<file path="config.mk">
export PLATFORM = sky130hd
export DESIGN_NAME = pilha_operandos
export DESIGN_NICKNAME = d
export VERILOG_FILES = /design/src/rtl/pilha_operandos.sv
export SDC_FILE = /design/constraint.sdc
export NUM_CORES = 1
export LEC_CHECK = 0
export ABC_CLOCK_PERIOD_IN_PS = 3400
export CAP_MARGIN = 0
export CELL_PAD_IN_SITES_DETAIL_PLACEMENT = 1
export CELL_PAD_IN_SITES_GLOBAL_PLACEMENT = 1
export CORE_AREA = 5 5 102 104
export CTS_CLUSTER_DIAMETER = 60
export DETAILED_ROUTE_END_ITERATION = 8
export DIE_AREA = 0 0 107 109
export PLACE_DENSITY_LB_ADDON = 0.15
export SETUP_SLACK_MARGIN = 0.05
export SKIP_CTS_REPAIR_TIMING = 1
export SLEW_MARGIN = 20
export SYNTH_ARGS = -nofsm -noshare
export SYNTH_HDL_FRONTEND = slang
export SYNTH_SLANG_ARGS = --single-unit
</file>
<file path="constraint.sdc">
create_clock -name clk -period 3.4 [get_ports clk]
set_input_delay 0.34 -clock clk [delete_from_list [all_inputs] [get_ports clk]]
set_output_delay 0.34 -clock clk [all_outputs]
set_load 0.02 [all_outputs]
</file>
<file path="src/rtl/pilha_operandos.sv">
// Operand stack with result register and exec edge detection for a switch-driven calculator datapath.
// Optional result flags are built when ULA_FLAGS_EN is defined; otherwise the flag ports read 0.
module pilha_operandos #(
    parameter int LARGURA      = 8,
    parameter int PROFUNDIDADE = 4
) (
    input  logic                              clk,
    input  logic                              rst,
    input  logic [LARGURA-1:0]                dado_in,
    input  logic [LARGURA-1:0]                ula_res,
    input  logic                              ula_carry,
    input  logic                              habilitaA,
    input  logic                              habilitaB,
    input  logic                              habilitaOp,
    input  logic                              habilitaExec,
    input  logic                              selMuxA,
    input  logic                              resetFSM,
    output logic [LARGURA-1:0]                opA,
    output logic [LARGURA-1:0]                opB,
    output logic [2:0]                        op,
    output logic [LARGURA-1:0]                resReg,
    output logic                              pode_avancar,
    output logic [$clog2(PROFUNDIDADE):0]     ocupacao,
    output logic                              vazia,
    output logic                              cheia,
    output logic                              exec_valido,
    output logic                              erro,
    output logic                              flag_zero,
    output logic                              flag_neg,
    output logic                              flag_carry
);

    localparam int PW = $clog2(PROFUNDIDADE);
    localparam int OW = PW + 1;
    localparam logic [OW-1:0] CAPACIDADE = OW'(PROFUNDIDADE);

    logic [LARGURA-1:0] pilha_q [PROFUNDIDADE];
    logic [LARGURA-1:0] pilha_d [PROFUNDIDADE];
    logic [OW-1:0]      ocup_q, ocup_d;
    logic [2:0]         op_q, op_d;
    logic [LARGURA-1:0] res_q, res_d;
    logic               erro_q, erro_d;
    logic               exec_valido_q, exec_valido_d;
    logic               exec_prev_q, exec_prev_d;

    logic               exec_borda;
    logic               empilha;
    logic               captura;
    logic [LARGURA-1:0] dado_empilha;
    logic [OW-1:0]      idx_topo;
    logic [OW-1:0]      idx_segundo;

    assign exec_borda   = habilitaExec & ~exec_prev_q;
    assign empilha      = habilitaA | habilitaB;
    assign dado_empilha = selMuxA ? res_q : dado_in;

    assign vazia        = (ocup_q == '0);
    assign cheia        = (ocup_q == CAPACIDADE);
    assign pode_avancar = (ocup_q >= OW'(2));

    assign idx_topo    = ocup_q - OW'(1);
    assign idx_segundo = ocup_q - OW'(2);

    // Unoccupied positions read as zero rather than stale stack contents.
    assign opB = vazia        ? '0 : pilha_q[idx_topo[PW-1:0]];
    assign opA = pode_avancar ? pilha_q[idx_segundo[PW-1:0]] : '0;

    assign op          = op_q;
    assign resReg      = res_q;
    assign ocupacao    = ocup_q;
    assign erro        = erro_q;
    assign exec_valido = exec_valido_q;

    // Priority: resetFSM, then exec edge, then push; opcode load rides along with push only.
    always_comb begin
        pilha_d       = pilha_q;
        ocup_d        = ocup_q;
        op_d          = op_q;
        res_d         = res_q;
        erro_d        = erro_q;
        exec_valido_d = 1'b0;
        exec_prev_d   = habilitaExec;
        captura       = 1'b0;

        if (resetFSM) begin
            ocup_d = '0;
            op_d   = '0;
        end else if (exec_borda) begin
            if (pode_avancar) begin
                res_d         = ula_res;
                ocup_d        = ocup_q - OW'(2);
                exec_valido_d = 1'b1;
                captura       = 1'b1;
            end else begin
                erro_d = 1'b1;
            end
        end else begin
            if (empilha) begin
                if (cheia) begin
                    erro_d = 1'b1;
                end else begin
                    pilha_d[ocup_q[PW-1:0]] = dado_empilha;
                    ocup_d                  = ocup_q + OW'(1);
                end
            end
            if (habilitaOp) begin
                op_d = dado_in[2:0];
            end
        end
    end

    always_ff @(posedge clk or negedge rst) begin
        if (!rst) begin
            for (int unsigned i = 0; i < PROFUNDIDADE; i++) begin
                pilha_q[i] <= '0;
            end
            ocup_q        <= '0;
            op_q          <= '0;
            res_q         <= '0;
            erro_q        <= 1'b0;
            exec_valido_q <= 1'b0;
            exec_prev_q   <= 1'b0;
        end else begin
            pilha_q       <= pilha_d;
            ocup_q        <= ocup_d;
            op_q          <= op_d;
            res_q         <= res_d;
            erro_q        <= erro_d;
            exec_valido_q <= exec_valido_d;
            exec_prev_q   <= exec_prev_d;
        end
    end

`ifdef ULA_FLAGS_EN
    logic flag_zero_q, flag_zero_d;
    logic flag_neg_q, flag_neg_d;
    logic flag_carry_q, flag_carry_d;

    always_comb begin
        flag_zero_d  = flag_zero_q;
        flag_neg_d   = flag_neg_q;
        flag_carry_d = flag_carry_q;
        if (captura) begin
            flag_zero_d  = (ula_res == '0);
            flag_neg_d   = ula_res[LARGURA-1];
            flag_carry_d = ula_carry;
        end
    end

    always_ff @(posedge clk or negedge rst) begin
        if (!rst) begin
            flag_zero_q  <= 1'b0;
            flag_neg_q   <= 1'b0;
            flag_carry_q <= 1'b0;
        end else begin
            flag_zero_q  <= flag_zero_d;
            flag_neg_q   <= flag_neg_d;
            flag_carry_q <= flag_carry_d;
        end
    end

    assign flag_zero  = flag_zero_q;
    assign flag_neg   = flag_neg_q;
    assign flag_carry = flag_carry_q;
`else
    logic captura_nao_usada;
    logic carry_nao_usado;

    assign captura_nao_usada = captura;
    assign carry_nao_usado   = ula_carry;
    assign flag_zero  = 1'b0;
    assign flag_neg   = 1'b0;
    assign flag_carry = 1'b0;
`endif

endmodule

</file>
* Word level (Yosys, flattened, before mapping)
Cells that the tools add are included.
** Word-level totals
- Bits in registers :: 49
- Bits of input ports :: 25
- Output and inout bits :: 38
** Operators by class
- Add/subtract/negate cells :: 3
- $lt $le $gt $ge :: 5
- Equal/unequal tests :: 5
- Multiplexer cells :: 27
- Bitwise logic cells :: 9
- Reductions and logical operators :: 11
** Operator list (number)
- $mux W8 :: 8
- $bmux W8 S2 :: 2
- $bwmux W32 :: 1
- $mux W3 :: 8
- $demux W8 S2 :: 1
- $ge A3 B3 Y1 const B :: 3
- $not A2 Y3 :: 3
- $reduce_and A4 Y1 :: 2
- $mux W1 :: 7
- $reduce_and A3 Y1 :: 2
- $reduce_bool A2 Y1 :: 3
- $ne A2 B2 Y1 const B :: 2
- $not A1 Y1 :: 4
- $add A3 B1 Y3 const B :: 1
- $eq A3 B3 Y1 const B :: 1
- $ge A3 B2 Y1 const B :: 1
- $logic_not A3 Y1 :: 1
- $lt A3 B1 Y1 const B :: 1
- $ne A3 B2 Y1 const B :: 1
- $ne A3 B3 Y1 const B :: 1
- $reduce_bool A3 Y1 :: 1
- $sub A3 B2 Y3 const B :: 1
- $reduce_and A2 Y1 :: 1
- $sub A2 B1 Y2 const B :: 1
- 3 further kinds :: 3

* Depth between registers and ports, before layout
Gate-level depths: netlist (run 1).
- Word-level depth :: 6
- Mapped depth :: 10
- Mapped depth without buffers :: 6

* Worst setup path before layout (run 1)
Ideal clock, no wire load.
- Path type :: register -> output
- Start :: reg ocup_q[0], in the netlist ocupacao[0]
- End :: out opB[7]
- Arrival :: 2389 ps
- Required time :: 3060 ps
- Slack :: 671 ps
- Stages on the path, launching flop included :: 8
- Buffers on the path :: 3
- Cells stage by stage :: dfrtp_1 > buf_2 > buf_4 > inv_1 > ha_1 > clkbuf_1 > mux4_2 > nor2b_1
** On the way
- Cells in the longest elaborated chain, start to end :: 6
- Elaborated cells on any way between the ends :: 7
** Ends and longest elaborated chain
- start: declaration :: line 39 : logic [OW-1:0] ocup_q, ocup_d;
- start signal: assignment :: line 125 : ocup_q <= ocup_d;
- $sub A2 B1 Y2 :: line 61 : assign idx_topo = ocup_q - OW'(1);
- $not A2 Y3 (implied by the code) :: line 65 : assign opB = vazia ? '0 : pilha_q[idx_topo[PW-1:0]];
- $bmux W8 S2 :: line 65
- $mux W8 (implied by the code) (2 in series) :: line 65
- $mux W8 (*) :: line 65
- end: declaration :: line 19 : output logic [LARGURA-1:0] opB,
Every way passes the cells marked *; elsewhere a longest branch is shown, timed or not. The select of a mux whose other input is x is not followed.

* Worst setup path in the final report (run 1)
- Start :: reg ocup_q[1], in the netlist ocupacao[1]
- End :: out opB[3]
Same word-level chain as after synthesis.

==> results of run 1 <==
-- power groups by stage --
stage | Sequential [uW] | Combinational, uW | Clock [uW]
after floorplan | 1050 | 890 | 0
after global placement | 1020 | 1450 | 0
after detailed placement | 1040 | 1470 | 0
after CTS | 1030 | 1470 | 377
after global routing | 1070 | 1570 | 395
final | 1020 | 1440 | 356
-- area by class of cell --
type                    count  area share [%]
inverters                  12            1.30
repair buffers             65            18.2
flip-flops and latches     49            35.4
multi-input cells         152            38.6
clock buffers               6            2.09
clock inverters             2           0.397
well taps                 114            4.11
-- stage by stage --
step	cell area, um^2	power (uW)	hold slack, ns
final	3470	2820	-0.00207
after global routing	3470	3030	0.0545
after CTS	3470	2880	0.204
after detailed placement	3380	2500	0.478
after global placement	3380	2470	0.477
after floorplan	2730	1940	0.0444
-- worst max-delay path, stage by stage, from the launching register on --
cell and delay [ns]:
dfrtp_1 0.35, inv_1 0.10, ha_1 0.49, buf_4 0.22, mux4_2 0.31, nor2b_1 0.14, clkdlybuf4s50_1 0.55
-- Yosys cell counts, drive strengths merged, types with 2 or more instances --
cell type / count
ha: 5
nand2: 7
dfrtp: 49
nor2b: 17
mux2i: 16
clkbuf: 4
nand2b: 5
nand3: 3
buf: 14
mux4: 16
nor3: 2
nor4: 3
and2: 2
a21oi: 29
inv: 12
mux2: 8
nor2: 26
-- worst max-delay path by stage --
stage	endpoint	cells after the start
4_1_cts	opB[7]	5
2_1_floorplan	opB[7]	7
3_3_place_gp	opB[7]	5
3_5_place_dp	opB[7]	5
6_report	opB[3]	6
5_1_grt	opB[3]	6
-- cell families (layout without fill, tap and decap cells) --
family / count (synthesis) / in the layout / synth area share, %
compound gates: 34 / 34 / 6.80
xor+xnor: 2 / 2 / 0.643
fa+ha+maj: 5 / 5 / 2.30
buf+inv: 30 / 85 / 6.11
flops: 49 / 49 / 45.0
mux: 40 / 40 / 23.5
other cells: 1 / 3 / 0.138
simple gates: 68 / 68 / 15.4
-- routing by layer --
| metal | vias up | GRT usage [%] |
|---|---|---|
| li1 | 902 | - |
| met1 | 930 | 17.0 |
| met2 | 40 | 20.1 |
| met3 | 4 | 2.13 |
| met4 | 0 | 4.11 |
| met5 | - | 0 |
-- cell usage in the layout, fill, tap and decap left out --
| master | instances |
|---|---|
| ha_1 | 5 |
| xnor2_1 | 1 |
| inv_1 | 12 |
| mux2i_1 | 16 |
| mux2_4 | 8 |
| dfrtp_1 | 49 |
| clkinv_2 | 1 |
| clkdlybuf4s50_1 | 57 |
| nor2_2 | 1 |
| o221ai_1 | 1 |
| and3b_1 | 1 |
| nand3_1 | 3 |
| o41ai_1 | 1 |
| clkbuf_8 | 5 |
| mux4_2 | 16 |
| nor4_4 | 3 |
| nand2b_4 | 1 |
| inv_6 | 1 |
| o21bai_1 | 1 |
| a31oi_1 | 1 |
| and2_4 | 1 |
| clkbuf_1 | 1 |
| nand2b_1 | 4 |
| and2b_1 | 1 |
| nor3_4 | 2 |
| nor2b_1 | 17 |
| a21oi_1 | 29 |
| conb_1 | 3 |
| and2_1 | 1 |
| nand2_1 | 7 |
| or3_1 | 1 |
| a2bb2oi_1 | 1 |
| nor2_1 | 25 |
| xor2_1 | 1 |
| buf_4 | 8 |
-- registers in the layout, indices dropped and copies added (netlist names) --
signal	count
resReg	8
op	3
exec_prev_q	1
exec_valido	1
pilha_q	32
erro	1
ocupacao	3
==> metrics, run 1 <==
Post-DRT Antenna Nets=0; distinct cell type count after synthesis=34; Net Sw Power=1070 uW; Port Buffers=58; Fin. Hold Viols=1; RSZ-0062 raised after global routing=false; Post-layout nets=~320; Reg2Reg Depth=6; critical path class=reg2out; final core occ=36.7%; Placed Cells=roughly 400; Seq cells post-synth=49; Worst-path clk slew=0.10 ns; die area=11700 um^2; reg2reg end=pilha_q[19]; Pint=1750 uW; Total GRT Usage=12.4%; ys flop type=dfrtp_1; # clock sinks=49; clk_lat worst skew=0.30 ns; Synth area leaders=dfrtp_1, mux4_2, mux2i_1, a21oi_1, mux2_4; initial antenna violation count=0; Crit Path Max Fanout=6; worst path required time=around 3.1 ns; post-detail-place hpwl=between 4000 and 5000 um; synthesis-to-layout area growth=27.4%; # fillers=between 1000 and 1500; Mapped Area=2720 um^2; Met3 Wirelength=249 um; worst min path class=in2async; Finished Layout Cells=400; Worst Tran Pin Value=0.884 ns; asr flop ratio synth=100%; Final Slew Violations=0; worst r2r src=ocupacao[1]; achievable frequency=0.355 GHz; count of flip-flops with a built-in enable after synthesis=0; met1 WL=3250 um; setup TNS=0 ns; routed via count=1876; Comb pwr share=51.1%; layout cell share with drive strength beyond 1=16.4%; Cells after Synth=229; number of CTS-inserted buffers=5; DR vias/cell=4.69; share of the yosys chip area belonging to registers=45.0%; Die Ht=about 110 um; Final Cycle Share=82.8%; top layer in use=met4; routed len/inst=16.9 um; Placer Congestion=0.726; multi-input combinational cell area=1340 um^2; Total Wirelength=between 6000 and 7000 um; Storage cell area=about 1200 um^2; outcome=finished, violations left; setup slack after layout=0.586 ns; Yosys warning count=0; IO Count=63; Clock power frac=12.6%; global-route wire length before repair=11200 um; DR WL met2=between 3000 and 4000 um; area of the core=9460 um^2; starting density of the core=between 20 and 30%; Root Buffer=clkbuf_8; Max Cap Viol=0; leakage=0.00141 uW; area share of the largest cell type after synthesis=45.0%; diode count=0; failing checks=hold timing; largest net degree at the start of global routing=42; VDD IR max=about 320 uV; CP Data Arrival Time=2.47 ns; Worst setup EP type=output pin; post-layout minimum cycle time=approximately 2.8 ns; Seq pwr share=a little over a third; Residual DRC=0; H-tree levels=2; Worst R2R Setup Slack=~1.1 ns; DIE WIDTH=107 um; dpl ws=approximately 0.9 ns; Cell Pwr Density=814 nW/um^2; worst hold margin=-0.00207 ns; relative slew slack=roughly two fifths; leading area contributor after synthesis=dfrtp_1; DR pass1 iterations=4; number of global-route vias before repair=2085; skew final=0.00559 ns; Crit. Startpoint=ocupacao[1]; startpoint types=flip-flop; Syn Area/Cell=11.9 um^2; switching share of power=37.9%; row count=36; Overflow after GRT=0; Max Buffers Root-to-Sink=2; CTS tree=yes; Setup-failing EPs final=0; drt first-iter violations=31
(Power assumes the default switching activity.)
==> run 2, diff against run 1 <==
- ABC_CLOCK_PERIOD_IN_PS: 3400 -> 2350
- clock period: 3.4 -> 2.35 ns (I/O delays scaled with it)
==> run 2 against run 1 <==
Compared with the run above:
- the flow now finishes without violations
- clock skew shrank 0.0022 ns
- sequential share of layout area is 1.3 points lower
- combinational power increased by 47%
- critical path depth did not move
- via count increased by 2.2%
- clock power is 37% higher
- hold slack improved by 0.43 ns
- core utilization is 1.4 points higher
- worst setup slack worse by 0.56 ns
- routed wire length grew 0.62%
- critical endpoint is now opA[1]
==> metrics, run 2 (same netlist as run 1, synthesis figures left out) <==
# clock sinks=around 50; global-route wire length before repair=approximately 11000 um; VDD IR max=395 uV; routed via count=1918; Max Cap Viol=0; Comb pwr share=about half; Post-DRT Antenna Nets=0; Cell Pwr Density=1130 nW/um^2; layout cell share with drive strength beyond 1=roughly a fifth; H-tree levels=2; Worst setup EP type=output pin; DIE WIDTH=approximately 110 um; area of the core=9460 um^2; Root Buffer=clkbuf_8; Total GRT Usage=12.3%; achievable frequency=0.430 GHz; die area=11700 um^2; DR vias/cell=4.67; Die Ht=109 um; largest net degree at the start of global routing=26; dpl ws=0.154 ns; Final Cycle Share=98.9%; number of global-route vias before repair=about 2100; post-layout minimum cycle time=2.32 ns; Worst R2R Setup Slack=0.35 ns; clk_lat worst skew=0.30 ns; outcome=complete, no violations; Final Power=4070 uW; RSZ-0062 raised after global routing=true; starting density of the core=28.8%; critical path class=reg2out; Residual DRC=0; leakage=0.00171 uW; post-detail-place hpwl=5080 um; Largest register FFs=32; relative slew slack=62.7%; CP Data Arrival Time=2.09 ns; setup TNS=0 ns; synthesis-to-layout area growth=32.4%; drt first-iter violations=48; worst min path class=in2reg; Fin. Hold Viols=0; Final Slew Violations=0; Placer Congestion=0.710; Max Buffers Root-to-Sink=2; commonest non-fill, non-tap cell in the layout=dfrtp_1; CTS tree=yes; worst path required time=about 2.1 ns; Setup-failing EPs final=0; most frequent cells in the layout=dfrtp_1, clkdlybuf4s50_1, a21oi_1; row count=36; IO Count=63; skew final=roughly 0.0034 ns; DR pass1 iterations=4; Seq pwr share=36.2%; Overflow after GRT=0; diode count=0; number of CTS-inserted buffers=5; Total Wirelength=a little under 7000 um; Crit Path Max Fanout=11; Net Sw Power=1510 uW; Pint=2550 uW; switching share of power=37.2%; final core occ=between 30% and 40%; startpoint types=flip-flop; routed len/inst=about 17 um; setup slack after layout=0.0255 ns; Worst-path clk slew=0.09 ns; initial antenna violation count=0; Worst Tran Pin Value=0.559 ns; Port Buffers=just under 60; Largest Register=pilha_q; Clock power frac=12.0%; Post-layout nets=326
[run 2: worst max-delay path: stages (launching register included)]
cell	delay [ns]
dfrtp_1	0.35
buf_4	0.18
ha_1	0.25
nand2b_4	0.06
and2_4	0.21
nor2b_1	0.12
clkdlybuf4s50_1	0.61
[run 2: path summary, 6_finish.rpt]
check,startpoint,endpoint,cells after the start
setup / recovery,ocupacao[1],opA[1],6
hold reg to reg,erro,erro,1
hold / removal,habilitaExec,exec_prev_q,1
setup reg to reg,ocupacao[0],pilha_q[18],7
min in group asynchronous,rst,op[1],2
max in group asynchronous,rst,pilha_q[22],3
[run 2: final cells by class]
type / instances / area, um^2
fill: 1058 / 5850
clock inverter: 1 / 7.51
clock buffer: 7 / 76.3
inverter: 12 / 45.0
timing repair buffer: 76 / 766
tap: 114 / 143
sequential: 49 / 1230
multi-input combinational: 152 / 1340
[run 2: metrics by stage]
step | hold slack, ns | cells | cell area, um^2
2_1_floorplan | -0.0606 | 231 | 2740
3_3_place_gp | 0.268 | 402 | 3460
3_5_place_dp | 0.268 | 402 | 3460
4_1_cts | -0.0693 | 410 | 3540
5_1_grt | 0.417 | 411 | 3600
6_report | 0.431 | 411 | 3600
[run 2: metal layers]
layer  GRT usage (%)  vias up  routed length [um]  share of wire (%)
met3            2.01        4                 216                3.2
met2            20.5       39                3290                 48
met1            16.4      951                3240                 47
met5               0        -                   0                  0
met4            3.74        0                  79                1.2
li1                -      924                   -                  -
[run 2: power by group through the flow]
stage	logic [uW]	clock network, uW	registers [uW]
5_1_grt	2290	551	1530
3_3_place_gp	2140	0	1470
4_1_cts	2170	519	1470
3_5_place_dp	2160	0	1490
6_report	2110	488	1470
2_1_floorplan	1290	0	1520
==> run 3, diff against run 2 <==
- CTS_CLUSTER_DIAMETER: 60 -> 200
==> results of run 3 <==
The final DEF is identical to that of run 2; final timing and power are the same.
